$ cat config.mk
export PLATFORM = sky130hd
export DESIGN_NAME = fetch_unit_flat
export DESIGN_NICKNAME = d
export VERILOG_FILES = /design/src/rtl/fetch_unit_pkg.sv /design/src/rtl/fetch_unit_if.sv /design/src/rtl/fetch_unit_register_16bits.sv /design/src/rtl/fetch_unit.sv /design/src/flat_wrapper.sv
export SDC_FILE = /design/constraint.sdc
export NUM_CORES = 1
export LEC_CHECK = 0
export ABC_AREA = 1
export CAP_MARGIN = 20
export CORE_ASPECT_RATIO = 0.7
export CORE_UTILIZATION = 48
export DETAILED_ROUTE_END_ITERATION = 7
export PLACE_DENSITY = 0.81
export SLEW_MARGIN = 20
export SYNTH_ARGS = -nofsm -noshare
export SYNTH_HDL_FRONTEND = slang
export SYNTH_SLANG_ARGS = --single-unit
$ cat constraint.sdc
create_clock -name clk -period 2 [get_ports clk]
set_clock_uncertainty 0.15 [all_clocks]
set_input_delay 0.3 -clock clk [delete_from_list [all_inputs] [get_ports clk]]
set_output_delay 0.3 -clock clk [all_outputs]
set_load 0.005 [all_outputs]
$ cat src/rtl/fetch_unit_pkg.sv
// fetch_unit_pkg: word width, reset/bubble constants, FSM state type and
// PC increment helper shared by the fetch_unit files.
package fetch_unit_pkg;

  localparam int unsigned WORD_W = 16;

  typedef logic [WORD_W-1:0] word_t;

  localparam word_t RESET_PC  = 16'h0000;
  localparam word_t NOP_INSTR = 16'h0800;

  typedef enum logic [2:0] {
    S_FETCH,
    S_WAIT,
    S_HOLD,
    S_DRAIN,
    S_HALTED
  } state_t;

  // Sequential PC step, 16-bit modulo (16'hFFFE wraps to 16'h0000).
  function automatic word_t pc_inc(input word_t pc);
    return pc + word_t'(2);
  endfunction

endpackage

$ cat src/rtl/fetch_unit_if.sv
// fetch_unit_if: handshaking instruction-memory bus. master = fetch side,
// slave = memory side.
interface fetch_unit_if;
  import fetch_unit_pkg::*;

  logic  imem_rd;
  word_t imem_addr;
  word_t imem_data;
  logic  imem_done;

  modport master (
    output imem_rd,
    output imem_addr,
    input  imem_data,
    input  imem_done
  );

  modport slave (
    input  imem_rd,
    input  imem_addr,
    output imem_data,
    output imem_done
  );

endinterface

$ cat src/rtl/fetch_unit_register_16bits.sv
// register_16bits: 16-bit register with write enable and synchronous,
// active-high reset to RESET_VAL. Holds the fetch PC.
module register_16bits
  import fetch_unit_pkg::*;
#(
  parameter word_t RESET_VAL = '0
) (
  input  logic  clk,
  input  logic  rst,
  input  logic  write_en,
  input  word_t d,
  output word_t q
);

  // Load d when enabled, otherwise hold.
  always_ff @(posedge clk) begin
    if (rst) begin
      q <= RESET_VAL;
    end else if (write_en) begin
      q <= d;
    end
  end

endmodule

$ cat src/rtl/fetch_unit.sv
// fetch_unit: instruction-fetch stage feeding the IF/ID latch. Owns the PC,
// drives the handshaking instruction memory, absorbs stalls, redirects and
// HALT. Optional macro FETCH_ALIGN_CHECK_EN enables odd-PC detection.
module fetch_unit
  import fetch_unit_pkg::*;
(
  input  logic          clk,
  input  logic          rst,
  input  logic          stall_in,
  input  logic          redirect_valid,
  input  word_t         redirect_pc,
  input  logic          halt_in,
  fetch_unit_if.master  imem,
  output word_t         instr_out,
  output word_t         pc_out,
  output logic          valid_out,
  output logic          latch_en,
  output logic          align_err
);

  state_t state;
  word_t  pc;
  word_t  pc_d;
  word_t  pc_plus2;
  word_t  drain_addr;
  word_t  buf_instr;
  logic   pc_we;
  logic   halt_pend;
  logic   odd;
  logic   redir;
  logic   access;
  logic   have_data;
  logic   present;

  register_16bits #(.RESET_VAL(RESET_PC)) u_pc (
    .clk      (clk),
    .rst      (rst),
    .write_en (pc_we),
    .d        (pc_d),
    .q        (pc)
  );

`ifdef FETCH_ALIGN_CHECK_EN
  assign odd = (state == S_FETCH) && pc[0];

  // Sticky odd-PC flag, cleared only by reset.
  always_ff @(posedge clk) begin
    if (rst) begin
      align_err <= 1'b0;
    end else if (odd && !redir) begin
      align_err <= 1'b1;
    end
  end
`else
  assign odd       = 1'b0;
  assign align_err = 1'b0;
`endif

  // Memory request, latch outputs and PC update for the current cycle.
  always_comb begin
    pc_plus2  = pc_inc(pc);
    redir     = redirect_valid && (state != S_HALTED);
    access    = ((state == S_FETCH) && !odd) || (state == S_WAIT) || (state == S_DRAIN);
    have_data = (((state == S_FETCH) && !odd) || (state == S_WAIT)) && imem.imem_done;
    present   = (have_data || (state == S_HOLD)) && !redir && !halt_in && !rst;

    valid_out = present;
    instr_out = NOP_INSTR;
    pc_out    = pc;
    if (present) begin
      instr_out = (state == S_HOLD) ? buf_instr : imem.imem_data;
      pc_out    = pc_plus2;
    end

    pc_we    = redir || (present && !stall_in);
    pc_d     = redir ? redirect_pc : pc_plus2;
    latch_en = ~stall_in | redirect_valid;
  end

  // DRAIN keeps presenting the abandoned address so it never moves mid-access.
  assign imem.imem_rd   = access;
  assign imem.imem_addr = (state == S_DRAIN) ? drain_addr : pc;

  // Fetch FSM: redirect beats halt, halt beats odd-PC/deliver/stall.
  // A request issued in FETCH that does not complete is treated like WAIT,
  // so a redirect or halt then drains it instead of moving the address.
  always_ff @(posedge clk) begin
    if (rst) begin
      state      <= S_FETCH;
      halt_pend  <= 1'b0;
      drain_addr <= '0;
      buf_instr  <= '0;
    end else begin
      unique case (state)
        S_FETCH, S_WAIT: begin
          if (odd) begin
            state <= redir ? S_FETCH : S_HALTED;
          end else if (redir || halt_in) begin
            if (imem.imem_done) begin
              state <= redir ? S_FETCH : S_HALTED;
            end else begin
              state      <= S_DRAIN;
              drain_addr <= pc;
              halt_pend  <= !redir;
            end
          end else if (imem.imem_done) begin
            if (stall_in) begin
              state     <= S_HOLD;
              buf_instr <= imem.imem_data;
            end else begin
              state <= S_FETCH;
            end
          end else begin
            state <= S_WAIT;
          end
        end
        S_HOLD: begin
          if (redir || !stall_in) begin
            state <= halt_in && !redir ? S_HALTED : S_FETCH;
          end else if (halt_in) begin
            state <= S_HALTED;
          end
        end
        S_DRAIN: begin
          if (halt_in && !redir) begin
            halt_pend <= 1'b1;
          end
          if (imem.imem_done) begin
            state <= (halt_pend || (halt_in && !redir)) ? S_HALTED : S_FETCH;
          end
        end
        S_HALTED: begin
          state <= S_HALTED;
        end
        default: begin
          state <= S_FETCH;
        end
      endcase
    end
  end

endmodule

$ cat src/flat_wrapper.sv
// flat-port wrapper written by rule: the top's interface ports become plain ports
module fetch_unit_flat import fetch_unit_pkg::*;
  (clk, rst, stall_in, redirect_valid, redirect_pc, halt_in, instr_out, pc_out, valid_out, latch_en, align_err, imem_imem_rd, imem_imem_addr, imem_imem_data, imem_imem_done);
  fetch_unit_if imem_i ();
  input  logic clk;
  input  logic rst;
  input  logic stall_in;
  input  logic redirect_valid;
  input  word_t redirect_pc;
  input  logic halt_in;
  output word_t instr_out;
  output word_t pc_out;
  output logic valid_out;
  output logic latch_en;
  output logic align_err;
  output wire logic [$bits(imem_i.imem_rd)-1:0] imem_imem_rd;
  output wire logic [$bits(imem_i.imem_addr)-1:0] imem_imem_addr;
  input wire logic [$bits(imem_i.imem_data)-1:0] imem_imem_data;
  input wire logic [$bits(imem_i.imem_done)-1:0] imem_imem_done;
  assign imem_imem_rd = imem_i.imem_rd;
  assign imem_imem_addr = imem_i.imem_addr;
  assign imem_i.imem_data = imem_imem_data;
  assign imem_i.imem_done = imem_imem_done;
  fetch_unit u_core (.clk(clk), .rst(rst), .stall_in(stall_in), .redirect_valid(redirect_valid), .redirect_pc(redirect_pc), .halt_in(halt_in), .imem(imem_i), .instr_out(instr_out), .pc_out(pc_out), .valid_out(valid_out), .latch_en(latch_en), .align_err(align_err));
endmodule
==> run_results.csv, run 1 <==
group,metric,value,unit
status,outcome,"complete, but fails checks",
status,failed_checks,"design-rule violations, negative setup slack",
critical_path,crit_fanout,4,
floorplanning,coreArea,6220,sq um
critical_path,rr_worst_depth,10,
route,drt_iter0_drc,502,
critical_path,crit_type,"reg -> out",
critical_path,crit_family,"simple AND/OR/NAND/NOR gates",
timing,min_period,2220,ps
placed_design,place.gp.congestion,1.03,
clock_tree,cts_root_buf,"clkbuf_8",
power_and_ir_drop,peakVddDrop,377,uV
clock_tree,h-tree-depth,2,
critical_path,crit_path_start,"u_core.state[1]",
route,wire_per_inst,16.6,um
clock_tree,cts_buffers,5,
timing,fmax,450,MHz
timing,setup_viol,49,
placed_design,io_buffers,88,
floorplanning,rows,24,
grt,first_global_vias,3791,
grt,antenna_found_initial,0,
clock_tree,clk_path_buf_depth,2,
timing,slew_violations,0,
route,wl,11700,um
yosys,ys_types,30,
yosys,synth_nets,518,
floorplanning,dieWidth,97.8,um
floorplanning,die_area,6750,sq um
critical_path,crit_chain,"nor2_1, nand2_1, nand2_2, nand2_4, nor2_8, buf_6, buf_16, buf_6, o21ai_1, buf_2",
critical_path,arrival,1770,ps
power_and_ir_drop,p_leak,2.23,nW
clock_tree,path_clk_slew,100,ps
yosys,synth-seq-area-share,33.8,%
critical_path,worst-path-buf-inv,4,
route,route.detailed.vias_per_inst,5.74,
timing,finalHoldViolCount,0,
grt,track_usage,33.7,%
critical_path,crit_path_end,"pc_out[9]",
placed_design,hpwl,6960,um
critical_path,rr_startpoint,"u_core.state[1]",
floorplanning,ios,90,
critical_path,path_depth,10,
clock_tree,ctsHoldBuffers,0,
yosys,syn-instance-count,479,
clock_tree,cts_tree,"done",
timing,grt_setup_unrepaired,"true",
yosys,avgSynthCellArea,6.43,sq um
critical_path,cp.required,1550,ps
route,dr.pass1.iters,8,
critical_path,crit_path_end_kind,"output port",
clock_tree,clk_latency,310,ps
critical_path,cp_common_cell,"buf_6",
yosys,yosys_register_bits,52,
grt,grt_pass1_wl,18200,um
placed_design,dp_slack,-489,ps
clock_tree,cts_sinks,52,
critical_path,worst_path_largest_cell_delay,390,ps
power_and_ir_drop,total_power,2.96,mW
timing,timing.hold.ws,270,ps
route,via_count,4034,
route,ant_nets,0,
min_path,hold_path_depth,3,
job,maxCapViolations,0,
floorplanning,start_util,49.6,%
yosys,synth_area,3080,sq um
timing,worst_slack,-223,ps
critical_path,r2r_slack,-120,ps
floorplanning,fp.dieH,69.0,um
cells_and_area,drive_above_1_share,35.0,%
timing,finalCritPeriodShare,111,%
cells_and_area,layout.nets,663,
min_path,hold_class,"in -> reg",
route,drc,10,
cells_and_area,antenna_cells,0,
grt,grt_overflow,0,
yosys,yosysWarningCount,0,
critical_path,critPathSlowestCell,"dfxtp_4",
cells_and_area,syn_to_final_growth,58.9,%
critical_path,r2r-end,"u_core.buf_instr[14]",
power_and_ir_drop,power_density,604,nW/um^2
grt,grt_start_max_net_pins,51,
critical_path,crit_path_start_kind,"flip-flop",
report_power, final:
part	switching, mW	internal (mW)
clock network	0.368	0.410
registers	0.0744	1.13
logic	0.509	0.469
total	0.951	2.01
Yosys cell counts:
cell / n / area (sq um)
nand2_1: 125 / 469
o21ai_0: 65 / 325
dfxtp_1: 52 / 1040
inv_1: 45 / 169
a21oi_1: 44 / 220
nor2_1: 43 / 161
nand3_1: 26 / 130
clkbuf_1: 10 / 37.5
buf_2: 9 / 45.0
xor2_1: 8 / 70.1
nor3_2: 7 / 70.1
o21ai_1: 7 / 35.0
nand4_1: 6 / 37.5
buf_6: 5 / 56.3
nand2_2: 5 / 31.3
buf_4: 3 / 22.5
inv_2: 3 / 11.3
nand2_4: 2 / 22.5
nand3_2: 2 / 20.0
nor2_2: 2 / 12.5
a211oi_1: 1 / 7.51
and2_1: 1 / 6.26
clkinv_1: 1 / 3.75
conb_1: 1 / 3.75
ha_1: 1 / 12.5
nand3b_4: 1 / 20.0
nor2_8: 1 / 20.0
nor3_1: 1 / 5.00
o211ai_1: 1 / 7.51
or2_2: 1 / 6.26
cells by family (layout without fill, tap and decap cells):
kind of cell / Yosys count / in the layout / synth area share (%)
compound gates: 118 / 118 / 19.3
xor+xnor: 8 / 8 / 2.27
fa+ha+maj: 1 / 1 / 0.406
buf+inv: 76 / 222 / 11.2
flops: 52 / 52 / 33.8
other cells: 1 / 1 / 0.122
simple gates: 223 / 223 / 32.9
metal layers:
metal	part of all wire (%)	up-vias	global-route usage, %
li1	-	1838	-
met1	40	1882	42.9
met2	48	258	56.3
met3	9.2	56	5.98
met4	3.5	0	14.3
met5	0	-	0
tightest hold or removal path: cells and delay by family:
kind                   cells  cell delay (ps)
AOI/OAI and AO/OA          1               40
buffers and inverters      2              370
how the worst min path moves through the flow:
stage	start	slack, ps	end
after floorplan	rst	220	u_core.state[2]
after global placement	u_core.buf_instr[14]	280	u_core.buf_instr[14]
after detailed placement	u_core.buf_instr[4]	290	u_core.buf_instr[4]
after CTS	imem_imem_done	270	u_core.state[0]
after global routing	imem_imem_done	280	u_core.state[0]
final	imem_imem_done	270	u_core.state[0]
cell type report:
cell class / instances / area, sq um
repair buffers: 165 / 1490
clock buffers: 6 / 82.6
inverters: 49 / 196
well taps: 78 / 97.6
fillers: 397 / 1320
flip-flops and latches: 52 / 1060
multi-input cells: 351 / 1940
clock inverters: 2 / 38.8
through the flow:
stage	setup TNS [ps]	cells	utilization, %	instance area [sq um]
6_report	-6170	703	78.7	4890
5_1_grt	-9610	703	78.7	4890
4_1_cts	-3410	704	77.3	4800
3_5_place_dp	-16090	672	70.8	4400
3_3_place_gp	-13520	672	70.8	4400
2_1_floorplan	0	479	-	3080
sequential cells by signal, indices dropped and copies added (netlist names):
register	count
u_core.buf_instr	16
u_core.drain_addr	16
u_core.state	3
u_core.u_pc.q	16
u_core.halt_pend	1
timing repair:
| item | in CTS | in global routing |
|---|---|---|
| setup buffers | 21 | 2 |
| gates cloned | 4 | 1 |
| pin swaps | 9 | 6 |
| setup endpoints to repair | 49 | 72 |
| resized for setup | 228 | 63 |
cell usage in the layout (no fill, tap or decap), drive strengths merged, types with 2 or more instances in the layout:
cell type	instances
xor2	8
a21oi	44
nand4	6
dlygate4sd2	5
dfxtp	52
nor2	46
nand3	28
clkinv	2
inv	48
nor3	8
o21ai	72
nand2	132
clkbuf	18
buf	109
clkdlybuf4s50	37
Power figures use the tool's default switching activity.
==> inputs of run 2 (changes only) <==
- CTS_CLUSTER_DIAMETER: default -> 30
- SLEW_MARGIN: 20 -> 15
- clock period: 2 -> 2.5 ns (I/O delays scaled with it)
==> run 2 against run 1 <==
  * The run ends with design-rule violations left
  * Wire length is 17% lower
  * First-iteration DRC count decreased by 42%
  * Clock power decreased by 20%
  * Flip-flop and latch count is the same
  * Cell area down 11%
  * Worst hold slack gained 28 ps
  * Critical path depth down 1
  * Via count down 12%
  * Core utilization fell by 8.4 points
  * Total power is 25% lower
  * Sequential share of layout area rose by 2.6 points
  * Die area unchanged
  * Critical endpoint is now instr_out[0]
  * Largest cell class unchanged
  * Highest routed layer unchanged
==> run_results.csv, run 2 (synthesis gave the netlist of run 1 again) <==
group,metric,value,unit
status,outcome,"complete, but fails checks",
status,failed_checks,"design-rule violations",
grt,grt_pass1_wl,15300,um
route,via_count,3560,
cells_and_area,syn_to_final_growth,41.9,%
floorplanning,ios,90,
timing,fmax,413,MHz
timing,finalHoldViolCount,0,
critical_path,r2r_slack,300,ps
critical_path,crit_path_start_kind,"flip-flop",
cells_and_area,fin_util,70.3,%
power_and_ir_drop,power_density,508,nW/um^2
cells_and_area,final_cell_mix,"nand2_1 (125), o21ai_0 (61), clkdlybuf4s50_1 (55), dfxtp_1 (45)",
power_and_ir_drop,power_frac_seq,43.5,%
timing,grt_setup_unrepaired,"false",
floorplanning,die_area,6750,sq um
grt,grt_start_max_net_pins,51,
critical_path,rr_startpoint,"u_core.state[1]",
power_and_ir_drop,clockPowerShare,28.2,%
min_path,hp-start,"u_core.buf_instr[4]",
placed_design,place.gp.congestion,0.949,
timing,fin_tns_setup,0,ps
clock_tree,path_clk_slew,90,ps
cells_and_area,final_common_cell,"nand2_1",
clock_tree,ctsHoldBuffers,0,
cells_and_area,largestRegisters,"u_core.buf_instr x16, u_core.drain_addr x16, u_core.u_pc.q x16",
power_and_ir_drop,p_sw_share,30.9,%
floorplanning,fp.dieH,69.0,um
cells_and_area,antenna_cells,0,
route,dr.pass1.iters,7,
power_and_ir_drop,power_switching,687,uW
timing,setup_viol,0,
power_and_ir_drop,peakVddDrop,302,uV
critical_path,rr_worst_depth,11,
floorplanning,rows,24,
route,wire_per_inst,14.7,um
power_and_ir_drop,p_leak,1.97,nW
critical_path,crit_fanout,16,
clock_tree,clk_path_buf_depth,2,
cells_and_area,drive_above_1_share,13.3,%
cells_and_area,layout.nets,617,
critical_path,r2r-end,"u_core.buf_instr[1]",
min_path,hold_path_depth,2,
clock_tree,h-tree-depth,2,
power_and_ir_drop,combPwrFrac,28.4,%
grt,antenna_found_initial,0,
grt,first_global_vias,3118,
floorplanning,dieWidth,97.8,um
clock_tree,clk_latency,310,ps
floorplanning,start_util,49.6,%
route,ant_nets,0,
clock_tree,cts_tree,"done",
route,route.detailed.vias_per_inst,5.42,
floorplanning,coreArea,6220,sq um
timing,finalCritPeriodShare,96.9,%
job,maxCapViolations,0,
min_path,holdPathEnd,"u_core.buf_instr[4]",
clock_tree,cts_root_buf,"clkbuf_8",
critical_path,crit_path_end_kind,"output port",
clock_tree,cts_buffers,5,
grt,track_usage,28.2,%
critical_path,crit_type,"reg -> out",
timing,min_period,2420,ps
route,drc,10,
timing,slew_violations,0,
route,wl,9640,um
critical_path,cp.required,1980,ps
critical_path,arrival,1900,ps
clock_tree,cts_sinks,52,
grt,grt_overflow,0,
placed_design,io_buffers,88,
power_and_ir_drop,intPower,1.53,mW
route,drt_iter0_drc,289,
min_path,hold_class,"reg -> reg",
placed_design,hpwl,6520,um
## run 2: changes by cell type in the layout (fill, tap and decap cells not counted), sizes merged
cell	before	now
dlygate4sd2	5	30
clkdlybuf4s50	37	55
clkdlybuf4s15	1	2
clkbuf	18	7
buf	109	30
## run 2: area by class of cell
type / instances / area [sq um]
clock buffer: 6 / 82.6
clock inverter: 2 / 38.8
fill: 545 / 1850
inverter: 49 / 191
multi-input combinational: 351 / 1730
sequential: 52 / 1050
tap: 78 / 97.6
timing repair buffer: 119 / 1180
## run 2: how the worst max path moves through the flow
stage / from / to / slack [ps] / cells past startpoint
floorplan: u_core.u_pc.q[1] / pc_out[11] / 710 / 7
global placement: imem_imem_done / pc_out[8] / -90 / 9
detailed placement: imem_imem_done / pc_out[10] / -150 / 9
CTS: u_core.state[1] / valid_out / 20 / 7
global route: u_core.u_pc.q[1] / pc_out[13] / 0.9 / 10
finish: u_core.state[1] / instr_out[0] / 80 / 9
## run 2: power groups by stage
stage | logic, mW | clock network [mW] | registers, mW
after global placement | 0.580 | 0 | 0.971
after detailed placement | 0.592 | 0 | 0.974
final | 0.629 | 0.625 | 0.964
after CTS | 0.613 | 0.633 | 0.958
after floorplan | 0.326 | 0 | 0.960
after global routing | 0.686 | 0.669 | 0.973
## run 2: critical path, cell delays in order (launching register included)
cell	delay [ps]
dfxtp_4	380
nor2_4	130
nand2_2	90
nand2_4	80
nand2_4	70
nor2_8	210
buf_4	180
inv_8	60
a21oi_1	130
dlygate4sd2_1	260
## run 2: timing repair
action,4_1_cts,5_1_grt
pin swaps,3,1
setup endpoints to repair,32,11
gates resized for setup,50,14
gates cloned,2,1
endpoints found under the hold margin,0,0
setup buffers,6,1
## run 2: through the flow
stage	hold WS, ps	instance area, sq um	power (mW)	worst slack [ps]	cells
2_1_floorplan	274	3080	1.29	714	479
3_3_place_gp	282	4080	1.55	-94.3	639
3_5_place_dp	288	4080	1.57	-152	639
4_1_cts	302	4320	2.20	18.9	655
5_1_grt	314	4370	2.33	0.918	657
6_report	298	4370	2.22	77.2	657
## run 2: routing by layer
metal  share of wire [%]  vias up  GRT usage, %  wire (um)
li1                    -     1741             -          -
met1                  46     1644          39.6       4390
met2                  46      160          45.5       4450
met3                 7.0       15          4.16        674
met4                 1.4        0          6.73        131
met5                   0        -             0          0
